===== src/rtl/wb_lsu_pkg.sv =====
// Shared types and helpers for the Wishbone load/store initiator.
//   size_e  : access size encoding carried on req_size_i (3 is illegal)
//   state_e : initiator FSM states
//   is_misaligned / sel_mask : alignment check and byte-enable generation
package wb_lsu_pkg;

    typedef enum logic [1:0] {
        SZ_BYTE = 2'd0,
        SZ_HALF = 2'd1,
        SZ_WORD = 2'd2
    } size_e;

    typedef enum logic [1:0] {
        S_IDLE,
        S_BUS,
        S_BACKOFF,
        S_RESP
    } state_e;

    // Size 3 is treated as misaligned so it never reaches the bus.
    function automatic logic is_misaligned(input logic [1:0] size, input logic [1:0] off);
        case (size)
            SZ_BYTE: return 1'b0;
            SZ_HALF: return off[0];
            SZ_WORD: return off != 2'b00;
            default: return 1'b1;
        endcase
    endfunction

    function automatic logic [3:0] sel_mask(input logic [1:0] size, input logic [1:0] off);
        case (size)
            SZ_BYTE: return 4'b0001 << off;
            SZ_HALF: return 4'b0011 << off;
            default: return 4'b1111;
        endcase
    endfunction

endpackage


===== src/rtl/wb_lane_align.sv =====
// Combinational byte-lane steering for a 32-bit Wishbone data path.
//   size_i, off_i, unsigned_i : access size, byte offset addr[1:0], zero-extend flag
//   wdata_i -> wdata_o        : right-justified store data -> lane-replicated bus data
//   sel_o                     : byte enables
//   rdata_i -> rdata_o        : bus read data -> right-justified, sign/zero-extended
module wb_lane_align
    import wb_lsu_pkg::*;
(
    input  logic [1:0]  size_i,
    input  logic [1:0]  off_i,
    input  logic        unsigned_i,
    input  logic [31:0] wdata_i,
    input  logic [31:0] rdata_i,
    output logic [3:0]  sel_o,
    output logic [31:0] wdata_o,
    output logic [31:0] rdata_o
);

    logic [31:0] shifted;

    always_comb begin
        sel_o   = sel_mask(size_i, off_i);
        shifted = rdata_i >> {off_i, 3'b000};
        wdata_o = wdata_i;
        rdata_o = shifted;
        case (size_i)
            SZ_BYTE: begin
                wdata_o = {4{wdata_i[7:0]}};
                rdata_o = {{24{~unsigned_i & shifted[7]}}, shifted[7:0]};
            end
            SZ_HALF: begin
                wdata_o = {2{wdata_i[15:0]}};
                rdata_o = {{16{~unsigned_i & shifted[15]}}, shifted[15:0]};
            end
            default: ;
        endcase
    end

endmodule


===== src/rtl/wb_lsu_master.sv =====
// Wishbone classic initiator: converts a load/store request port into single
// non-burst bus cycles, with lane steering, sign extension, rty back-off and
// a no-response watchdog. Exactly one response per accepted request.
//   wb_clk_i, wb_rst_i            : clock, async active-high reset
//   req_*                         : request handshake (valid/ready) and fields
//   rsp_valid_o/rsp_rdata_o/rsp_err_o : one-cycle response
//   wb_*                          : Wishbone classic master port
module wb_lsu_master
    import wb_lsu_pkg::*;
#(
    parameter int unsigned TIMEOUT_CYCLES = 255,
    parameter int unsigned RETRY_LIMIT    = 3,
    parameter int unsigned RETRY_BACKOFF  = 4
) (
    input  logic        wb_clk_i,
    input  logic        wb_rst_i,
    input  logic        req_valid_i,
    output logic        req_ready_o,
    input  logic [31:0] req_addr_i,
    input  logic [31:0] req_wdata_i,
    input  logic        req_we_i,
    input  logic [1:0]  req_size_i,
    input  logic        req_unsigned_i,
    output logic        rsp_valid_o,
    output logic [31:0] rsp_rdata_o,
    output logic        rsp_err_o,
    output logic [31:0] wb_adr_o,
    output logic [31:0] wb_dat_o,
    output logic [3:0]  wb_sel_o,
    output logic        wb_we_o,
    output logic        wb_cyc_o,
    output logic        wb_stb_o,
    input  logic [31:0] wb_dat_i,
    input  logic        wb_ack_i,
    input  logic        wb_err_i,
    input  logic        wb_rty_i
);

    state_e      state_q, state_d;
    logic [31:0] adr_q, adr_d;
    logic [31:0] dat_q, dat_d;
    logic [3:0]  sel_q, sel_d;
    logic        we_q, we_d;
    logic        cyc_q, cyc_d;
    logic [1:0]  size_q, size_d;
    logic [1:0]  off_q, off_d;
    logic        uns_q, uns_d;
    logic [15:0] tmo_q, tmo_d;
    logic [7:0]  rty_cnt_q, rty_cnt_d;
    logic [7:0]  bo_q, bo_d;
    logic        err_q, err_d;
    logic [31:0] rdata_q, rdata_d;

    logic [1:0]  al_size;
    logic [1:0]  al_off;
    logic        al_uns;
    logic [3:0]  al_sel;
    logic [31:0] al_wdata;
    logic [31:0] al_rdata;
    logic [15:0] tmo_inc;

    // One aligner serves both directions: request fields while IDLE (store
    // steering), registered fields afterwards (load extraction on ack).
    assign al_size = (state_q == S_IDLE) ? req_size_i        : size_q;
    assign al_off  = (state_q == S_IDLE) ? req_addr_i[1:0]   : off_q;
    assign al_uns  = (state_q == S_IDLE) ? req_unsigned_i    : uns_q;

    wb_lane_align u_align (
        .size_i     (al_size),
        .off_i      (al_off),
        .unsigned_i (al_uns),
        .wdata_i    (req_wdata_i),
        .rdata_i    (wb_dat_i),
        .sel_o      (al_sel),
        .wdata_o    (al_wdata),
        .rdata_o    (al_rdata)
    );

    assign tmo_inc = (tmo_q == 16'hFFFF) ? tmo_q : tmo_q + 16'd1;

    always_comb begin
        state_d   = state_q;
        adr_d     = adr_q;
        dat_d     = dat_q;
        sel_d     = sel_q;
        we_d      = we_q;
        cyc_d     = cyc_q;
        size_d    = size_q;
        off_d     = off_q;
        uns_d     = uns_q;
        tmo_d     = tmo_q;
        rty_cnt_d = rty_cnt_q;
        bo_d      = bo_q;
        err_d     = err_q;
        rdata_d   = rdata_q;

        case (state_q)
            S_IDLE: begin
                if (req_valid_i) begin
                    adr_d     = {req_addr_i[31:2], 2'b00};
                    dat_d     = al_wdata;
                    sel_d     = al_sel;
                    we_d      = req_we_i;
                    size_d    = req_size_i;
                    off_d     = req_addr_i[1:0];
                    uns_d     = req_unsigned_i;
                    tmo_d     = '0;
                    rty_cnt_d = '0;
                    rdata_d   = '0;
                    if (is_misaligned(req_size_i, req_addr_i[1:0])) begin
                        err_d   = 1'b1;
                        state_d = S_RESP;
                    end else begin
                        err_d   = 1'b0;
                        cyc_d   = 1'b1;
                        state_d = S_BUS;
                    end
                end
            end

            S_BUS: begin
                tmo_d = tmo_inc;
                if (wb_err_i) begin
                    cyc_d   = 1'b0;
                    err_d   = 1'b1;
                    state_d = S_RESP;
                end else if (wb_ack_i) begin
                    cyc_d   = 1'b0;
                    err_d   = 1'b0;
                    rdata_d = we_q ? '0 : al_rdata;
                    state_d = S_RESP;
                end else if (wb_rty_i) begin
                    cyc_d = 1'b0;
                    if (32'(rty_cnt_q) < RETRY_LIMIT) begin
                        rty_cnt_d = rty_cnt_q + 8'd1;
                        bo_d      = '0;
                        state_d   = S_BACKOFF;
                    end else begin
                        err_d   = 1'b1;
                        state_d = S_RESP;
                    end
                end else if (32'(tmo_inc) >= TIMEOUT_CYCLES) begin
                    cyc_d   = 1'b0;
                    err_d   = 1'b1;
                    state_d = S_RESP;
                end
            end

            S_BACKOFF: begin
                if (32'(bo_q) + 32'd1 >= RETRY_BACKOFF) begin
                    cyc_d   = 1'b1;
                    tmo_d   = '0;
                    state_d = S_BUS;
                end else begin
                    bo_d = bo_q + 8'd1;
                end
            end

            S_RESP: begin
                tmo_d     = '0;
                rty_cnt_d = '0;
                state_d   = S_IDLE;
            end

            default: state_d = S_IDLE;
        endcase
    end

    always_ff @(posedge wb_clk_i or posedge wb_rst_i) begin
        if (wb_rst_i) begin
            state_q   <= S_IDLE;
            adr_q     <= '0;
            dat_q     <= '0;
            sel_q     <= '0;
            we_q      <= 1'b0;
            cyc_q     <= 1'b0;
            size_q    <= '0;
            off_q     <= '0;
            uns_q     <= 1'b0;
            tmo_q     <= '0;
            rty_cnt_q <= '0;
            bo_q      <= '0;
            err_q     <= 1'b0;
            rdata_q   <= '0;
        end else begin
            state_q   <= state_d;
            adr_q     <= adr_d;
            dat_q     <= dat_d;
            sel_q     <= sel_d;
            we_q      <= we_d;
            cyc_q     <= cyc_d;
            size_q    <= size_d;
            off_q     <= off_d;
            uns_q     <= uns_d;
            tmo_q     <= tmo_d;
            rty_cnt_q <= rty_cnt_d;
            bo_q      <= bo_d;
            err_q     <= err_d;
            rdata_q   <= rdata_d;
        end
    end

    assign req_ready_o = (state_q == S_IDLE) & ~wb_rst_i;
    assign rsp_valid_o = (state_q == S_RESP);
    assign rsp_err_o   = rsp_valid_o & err_q;
    assign rsp_rdata_o = rsp_valid_o ? rdata_q : '0;

    assign wb_adr_o = adr_q;
    assign wb_dat_o = dat_q;
    assign wb_sel_o = sel_q;
    assign wb_we_o  = we_q;
    assign wb_cyc_o = cyc_q;
    assign wb_stb_o = cyc_q;

endmodule

===== config.mk =====
export PLATFORM = sky130hd
export DESIGN_NAME = wb_lsu_master
export DESIGN_NICKNAME = d
export VERILOG_FILES = /design/src/rtl/wb_lsu_pkg.sv /design/src/rtl/wb_lane_align.sv /design/src/rtl/wb_lsu_master.sv
export SDC_FILE = /design/constraint.sdc
export NUM_CORES = 1
export LEC_CHECK = 0
export BUFFER_PORTS_ARGS = -buffer_cell sky130_fd_sc_hd__buf_2
export CAP_MARGIN = 20
export CORE_UTILIZATION = 40
export CTS_CLUSTER_DIAMETER = 40
export CTS_CLUSTER_SIZE = 10
export DETAILED_ROUTE_END_ITERATION = 10
export HOLD_SLACK_MARGIN = 0.03
export PLACE_DENSITY_LB_ADDON = 0.3
export SYNTH_ARGS = -nofsm -noshare
export SYNTH_HDL_FRONTEND = slang
export SYNTH_HIERARCHICAL = 1
export SYNTH_SLANG_ARGS = --single-unit

===== constraint.sdc =====
create_clock -name wb_clk_i -period 8.68 [get_ports wb_clk_i]
set_input_delay 1.736 -clock wb_clk_i [delete_from_list [all_inputs] [get_ports wb_clk_i]]
set_output_delay 1.736 -clock wb_clk_i [all_outputs]
set_load 0.02 [all_outputs]

### Yosys cells after proc, flatten, opt, wreduce, memory -nomap -nowiden

Index checks and enable logic that the tools add are counted.

* add/sub/neg operators: 4
* reduce and logical (&&, ||, !) cells: 16
* order comparisons: 3
* eq/ne operators: 18
* shift-type cells: 3
* bitwise logic cells: 6
* muxes and demuxes: 56

Operator list (number)
* one-hot mux 32 bit (2 select lines): 3
* two-way mux 32 bit: 5
* two-way mux 8 bit: 10
* one-hot mux 16 bit (4 select lines): 1
* two-way mux 16 bit: 3
* right shift 32 x 5 -> 32 bit: 1
* one-hot mux 8 bit (3 select lines): 1
* two-way mux 1 bit: 18
* two-way mux 2 bit: 9
* != test 2 bit, second input constant: 9
* adder 16 x 1 -> 16 bit, second input constant: 1
* adder 8 x 1 -> 8 bit, second input constant: 2
* equality test 16 bit, second input constant: 1
* greater-or-equal comparator 16 x 8 -> 1 bit, second input constant: 1
* one-hot mux 8 bit (2 select lines): 1
* AND reduction 6 bit: 2
* != test 5 bit, second input constant: 2
* adder 8 x 1 -> 9 bit, second input constant: 1
* greater-or-equal comparator 9 x 3 -> 1 bit, second input constant: 1
* < comparator 8 x 2 -> 1 bit, second input constant: 1
* one-hot mux 2 bit (4 select lines): 1
* one-hot mux 4 bit (2 select lines): 1
* AND reduction 4 bit: 2
* equality test 2 x 1 -> 1 bit, second input constant: 3
* other kinds (13): 26

* output and inout port bits: 106
* flip-flop bits (word level): 140
* input bits: 106
* logic and storage cells: 120

### Logic depth before layout (Yosys ltp)

Gate-level depths: netlist of run 1.

* word-level depth: 9
* mapped depth: 11
* gate-level depth less buffers: 8

### Modules after synthesis

The synthesis of run 1 kept the hierarchy.

Modules (own cells, without submodules)
* wb_lsu_master: sequential area each 3503.4 um2, cells each 725, area an instance 6368.6 um2, times used 1
* wb_lane_align: sequential area each 0.0 um2, cells each 182, area an instance 1317.5 um2, times used 1

### Least setup slack after synthesis of run 1

Ideal clock, no wire load.

* path type: input to output
* from: input wb_rst_i
* to: output req_ready_o
* cell stages on the path: 1
* slack: 4753 ps
* path buffers: 0
* required time: 6944 ps
* data arrival time: 2191 ps
* cells stage by stage: nor3_1

* cells in the longest elaborated chain, start to end: 2

Ends and longest elaborated chain
* start: declaration: line wb_lsu_master.sv:16 `input logic wb_rst_i,`
* inverter 1 bit: line wb_lsu_master.sv:203 `assign req_ready_o = (state_q == S_IDLE) & ~wb_rst_i;`
* bitwise AND 1 bit: line wb_lsu_master.sv:203
* end: declaration: line wb_lsu_master.sv:18 `output logic req_ready_o,`

Every way passes these cells.

### Worst setup path after layout of run 1

Same ends and word-level chain as after synthesis.

==> results of run 1 <==
stage by stage:
step,util (%),setup WS [ns],power [W]
final,50.1,4.77,0.00342
after detailed placement,46.7,4.69,0.00266
after floorplan,-,3.19,0.00223
after global routing,50.1,4.72,0.00367
after global placement,46.7,4.74,0.00264
after CTS,50.1,4.76,0.00344
power breakdown:
group,switching [W],internal (W),leakage (nW)
logic,0.00105,0.000568,2.79
registers,0.000139,0.000889,1.83
clock network,0.000292,0.000477,0.299
kinds of logic (layout without fill, tap and decap cells):
family | Yosys count | in the layout
AOI/OAI and AO/OA | 153 | 153
xor gates and xnor gates | 2 | 2
adders and majority gates | 4 | 4
buffers and inverters | 77 | 256
DFF | 140 | 140
muxes | 59 | 59
other | 1 | 5
and+or+nand+nor | 471 | 471
worst min-delay path by stage:
| stage | slack, ns | from | to | depth (start not counted) |
|---|---|---|---|---|
| floorplan | 0.44 | off_q[0] | off_q[0] | 2 |
| global placement | 0.45 | size_q[0] | size_q[0] | 2 |
| detailed placement | 0.46 | wb_dat_o[14] | wb_dat_o[14] | 2 |
| CTS | 0.47 | wb_dat_o[28] | wb_dat_o[28] | 2 |
| global route | 0.49 | rdata_q[27] | rdata_q[27] | 2 |
| finish | 0.47 | wb_adr_o[6] | wb_adr_o[6] | 2 |
sequential cells by signal, summed over array words and instances, names as in the netlist:
register   count
wb_cyc_o       1
uns_q          1
wb_dat_o      32
wb_we_o        1
err_q          1
wb_sel_o       4
wb_adr_o      30
off_q          2
tmo_q         16
rty_cnt_q      8
state_q        2
rdata_q       32
size_q         2
bo_q           8
worst reg2reg max path, delay by kind of cell, from the launching register on:
| kind | cells | cell delay (ns) |
|---|---|---|
| AO/OA/AOI/OAI | 3 | 0.75 |
| flip-flops | 1 | 0.37 |
| multiplexers | 2 | 1.22 |
| AND/OR/NAND/NOR | 2 | 0.56 |
area by class of cell:
class,instances,area [µm²]
Fill cell,1809,9360
Multi-Input combinational cell,691,3830
Sequential cell,140,3500
Timing Repair Buffer,219,1120
Clock buffer,20,467
Tap cell,234,293
Clock inverter,12,161
Inverter,5,23.8
Antenna cell,3,7.51
layer usage:
metal | vias up | part of all wire (%)
li1 | 3387 | -
met1 | 3185 | 45
met2 | 195 | 47
met3 | 12 | 7.6
met4 | 0 | 0.85
met5 | - | 0
Yosys cell counts, drive strengths merged (3+ instances only):
cell type and instances:
o211ai 17, a21oi 23, nor2b 3, dfrtp 140, and4 3, ha 4
nand3b 3, nand2b 5, o31ai 6, mux2 31, o21ai 73, buf 29
nor3 9, clkbuf 43, nor2 32, nor4 4, nand3 11, nand4 5
mux2i 28, nand2 335, a31oi 7, a41oi 3, and2 4, inv 5
o21a 4, and3 41, or2 8
cell usage in the layout, fill, tap and decap left out, types with 7 or more instances in the layout:
master       n
dfrtp_1    140
a31oi_1      7
or2_2        7
clkbuf_16   17
o21ai_0     71
nand2_1    334
a21oi_1     21
mux2_2      29
o211ai_1    14
nor3_1       7
nand3_1      9
nor2_1      29
buf_2      209
mux2i_1     28
and3_1      40
buf_4       10
==> impl_metrics.py, run 1 <==
metrics = {
    "outcome": {
        "status": "finished, final reports clean",
    },
    "synth": {
        "synth_top_family_by_area": "simple AND/OR/NAND/NOR gates",
        "synth.top_cell.area_share_pct": 45.6,
        "syn_area_per_cell_um2": 8.47,
        "ys_types": 66,
        "synthXorXnorAreaFrac_pct": 0.228,
        "synth-simple-area-share_pct": 27.5,
        "synth_cells": 907,
        "synth_area_leader_cell": "dfrtp_1",
        "yosys_warnings": 6,
        "synth_edf_count": 0,
        "synth_compound_area_share_pct": 12.8,
        "syn_area_um2": 7690,
        "synthAdderAreaFrac_pct": 0.651,
        "synth_mux_area_share_pct": 8.29,
        "ys.flop_type": "dfrtp_1",
        "synth.ff_latch_count": 140,
        "synth_area_leaders": "dfrtp_1 46%, nand2_1 16%, o21ai_0 4.6%",
        "async_reset_ff_share_pct": 100,
        "ys_seq_area_share_pct": 45.6,
    },
    "grt": {
        "use_met1_pct": 27.9,
        "grt_usage_pct": 21.4,
        "grt-ovfl-total": 0,
        "grt_pass1_wl_um": 33700,
        "grt.busiest_layer": "met2",
        "grt_pass1_vias": 6609,
        "met2_usage_pct": 34.5,
        "grt_max_degree": 80,
        "antenna_found_initial": 2,
        "use_met3_pct": 7.07,
    },
    "setup_path": {
        "critPathMaxStageDelay_ns": 0.19,
        "path_buf_inv": 2,
        "critPathCapture": "req_ready_o",
        "crit_path_start_kind": "primary input",
        "crit_path_frequent_cell": "buf_2",
        "crit_chain": "buf_2, nor3_1, buf_2",
        "crit_family": "buffers and inverters",
        "r2r-start": "state_q[0]",
        "cp_slowest_cell": "buf_2",
        "crit_fanout": 2,
        "reg2reg_to": "rdata_q[28]",
        "rr_worst_depth": 7,
        "cp-startpoint": "wb_rst_i",
        "worstPathArrival_ns": 2.17,
        "path_depth": 3,
        "end_kind": "output pin",
        "worst_ep_required_time_ns": 6.94,
        "reg2reg_slack_ns": 5.63,
        "critPathKind": "primary input to output pin",
    },
    "routing": {
        "ant_nets": 0,
        "post_drt_wl_per_cell_um": 15.6,
        "vias": 6779,
        "drc": 0,
        "drt_first_pass_iters": 5,
        "wl_um": 20600,
        "via_per_inst": 5.12,
        "drt_iter0_drc": 360,
    },
    "sta": {
        "relSlewSlack_pct": 45.5,
        "min_period_over_period_pct": 45.0,
        "whs_ns": 0.467,
        "skew_ns": 0.00997,
        "drv_slew": 0,
        "hold_viol": 0,
        "rsz0062_at_grt": "no",
        "setup_viol": 0,
        "fmax_mhz": 256,
        "tns_ns": 0,
        "min_period_ns": 3.91,
        "tightest_slew_ns": 0.817,
    },
    "die": {
        "coreArea_um2": 18800,
        "rows": 50,
        "io_pins": 212,
        "chipWidth_um": 141,
        "floorplan.initialDensity_pct": 41.0,
        "chipHeight_um": 141,
        "design.die.area_um2": 19800,
    },
    "clocking": {
        "clkTransAtPathRegs_ns": 0.06,
        "htree_levels": 4,
        "worstSkewPairLatency_ns": 0.42,
        "root_buffer": "clkbuf_16",
        "clockBufferDepth": 2,
        "cts_tree": "done",
        "numCtsBuffers": 17,
        "post_cts_resized": 0,
        "postCtsHoldBufs": 0,
        "cts_setup_buffers": 0,
        "cts_sinks": 140,
    },
    "layout": {
        "syn_to_final_growth_pct": 22.4,
        "drive_above_1_share_pct": 28.7,
        "finalNetCount": 1184,
        "stdcell_count": 1324,
        "final_area_um2": 9410,
    },
    "power_and_ir_drop": {
        "peakVddDrop_mv": 0.186,
        "p_per_area_nw_per_um2": 363,
        "p_leak_nw": 4.91,
    },
    "place": {
        "dp_hpwl_um": 14300,
        "place_area_um2": 8770,
        "dp.cells": 1289,
        "io_buffers": 209,
        "gp_congestion": 0.846,
    },
    "job": {
        "maxCapViolations": 0,
    },
    "hold_path": {
        "hp-class": "register to register",
    },
}
Note: power is estimated with default switching activity, not from simulation.
==> run 2: changes to the inputs <==
clock period = 3.1 ns   (was 8.68 ns; I/O delays follow)
==> run 2 against run 1 <==
Setup slack worse by 4.5 ns. Critical path depth increased by 5. Combinational power increased to 2.9 times the previous value. First-iteration DRC count increased by 14%. Largest cell class unchanged.
==> impl_metrics.py, run 2 (same netlist as run 1, synthesis figures left out) <==
metrics = {
    "outcome": {
        "status": "finished, final reports clean",
    },
    "die": {
        "chipHeight_um": 141,
        "rows": 50,
        "design.die.area_um2": 19800,
        "floorplan.initialDensity_pct": 41.0,
        "chipWidth_um": 141,
        "coreArea_um2": 18800,
        "io_pins": 212,
    },
    "sta": {
        "skew_ns": 0.0156,
        "min_period_over_period_pct": 91.4,
        "tightest_slew_ns": 1.02,
        "drv_slew": 0,
        "relSlewSlack_pct": 31.1,
        "min_period_ns": 2.83,
        "fmax_mhz": 353,
        "setup_viol": 0,
        "hold_viol": 0,
        "tns_ns": 0,
        "rsz0062_at_grt": "no",
        "worst_slack_ns": 0.265,
    },
    "layout": {
        "layout_common_cells": "334 x nand2_1, 209 x buf_2, 140 x dfrtp_1",
        "syn_to_final_growth_pct": 22.6,
        "finalNetCount": 1190,
        "drive_above_1_share_pct": 29.1,
        "final.fill_count": 1827,
        "final_area_um2": 9420,
        "mostFrequentLayoutCell": "nand2_1",
        "stdcell_count": 1328,
    },
    "setup_path": {
        "critPathKind": "register to register",
        "cp_slowest_cell": "o21a_1",
        "critPathMaxStageDelay_ns": 0.58,
        "path_buf_inv": 1,
        "crit_fanout": 23,
        "crit_path_start_kind": "register",
        "end_kind": "register",
        "worstPathArrival_ns": 3.11,
        "reg2reg_to": "rdata_q[17]",
        "worst_ep_required_time_ns": 3.38,
        "crit_family": "compound AO/OA/AOI/OAI gates",
        "critPathCapture": "rdata_q[17]",
        "path_depth": 8,
        "cp-startpoint": "state_q[0]",
        "crit_chain": "nor2_1, mux2_2, buf_4, nand3b_1, o21a_1, o211ai_1, nand2_1, o21ai_0",
        "r2r-start": "state_q[0]",
        "rr_worst_depth": 8,
        "reg2reg_slack_ns": 0.27,
    },
    "power_and_ir_drop": {
        "p_leak_nw": 4.93,
        "peakVddDrop_mv": 0.466,
        "p_per_area_nw_per_um2": 1010,
    },
    "place": {
        "dp.cells": 1295,
        "dp_hpwl_um": 14800,
        "place_ws_ns": 0.262,
        "gp_congestion": 0.843,
        "io_buffers": 209,
        "place_area_um2": 8850,
    },
    "hold_path": {
        "hp-class": "primary input to async pin",
    },
    "clocking": {
        "clockBufferDepth": 2,
        "numCtsBuffers": 17,
        "post_cts_resized": 0,
        "clkTransAtPathRegs_ns": 0.07,
        "cts_sinks": 140,
        "htree_levels": 4,
        "cts_tree": "done",
        "worstSkewPairLatency_ns": 0.43,
        "postCtsHoldBufs": 0,
        "cts_setup_buffers": 0,
        "root_buffer": "clkbuf_16",
    },
    "routing": {
        "ant_nets": 0,
        "post_drt_wl_per_cell_um": 16.0,
        "via_per_inst": 5.16,
        "drt_first_pass_iters": 5,
        "wl_um": 21200,
        "drc": 0,
        "drt_iter0_drc": 409,
        "vias": 6849,
    },
    "job": {
        "maxCapViolations": 0,
    },
    "grt": {
        "grt-ovfl-total": 0,
        "grt_max_degree": 73,
        "grt_usage_pct": 22.3,
        "use_met1_pct": 28.9,
        "grt.busiest_layer": "met2",
        "grt_pass1_vias": 6638,
        "use_met3_pct": 7.13,
        "met2_usage_pct": 35.5,
        "grt_pass1_wl_um": 34600,
        "antenna_found_initial": 2,
    },
}
==> run 2: changes by cell type in the layout (fill, tap and decap cells not counted) <==
cell / change
clkbuf_8: -3
inv_8: +4
bufinv_16: -3
buf_12: +3
clkinv_8: +1
inv_6: +4
buf_4: +3
clkinv_4: -2
diode_2: -2
clkinvlp_4: -1
==> run 2: worst min path at each step <==
stage / start / endpoint / slack [ns] / depth (start not counted)
6_report: wb_rst_i / rdata_q[22] / 0.28 / 2
3_3_place_gp: size_q[0] / size_q[0] / 0.45 / 2
5_1_grt: wb_rst_i / rdata_q[22] / 0.32 / 2
3_5_place_dp: wb_dat_o[11] / wb_dat_o[11] / 0.46 / 2
4_1_cts: wb_rst_i / rdata_q[22] / 0.28 / 2
2_1_floorplan: off_q[0] / off_q[0] / 0.44 / 2
==> run 2: layer usage <==
| layer | part of all wire, % | wire length [µm] |
|---|---|---|
| met1 | 45 | 9640 |
| met2 | 46 | 9860 |
| met3 | 6.8 | 1430 |
| met4 | 1.4 | 294 |
| met5 | 0.075 | 16 |
==> run 2: through the flow <==
stage,power [W],hold slack [ns],utilization (%)
4_1_cts,0.00958,0.281,50.2
3_3_place_gp,0.00749,0.453,47.2
6_report,0.00951,0.282,50.2
2_1_floorplan,0.00625,0.442,-
5_1_grt,0.0102,0.316,50.2
3_5_place_dp,0.00756,0.457,47.2
==> run 2: final cells by class <==
type / count / area [µm²] / area share (%)
Antenna cell: 1 / 2.50 / 0.0266
Clock buffer: 17 / 425 / 4.51
Clock inverter: 15 / 144 / 1.53
Inverter: 5 / 22.5 / 0.239
Multi-Input combinational cell: 691 / 3830 / 40.6
Sequential cell: 140 / 3500 / 37.2
Tap cell: 234 / 293 / 3.11
Timing Repair Buffer: 225 / 1200 / 12.8
==> run 2: report_power, final <==
group | internal, W | switching, W
Combinational | 0.00165 | 0.00299
Sequential | 0.00249 | 0.000399
Clock | 0.00107 | 0.000916
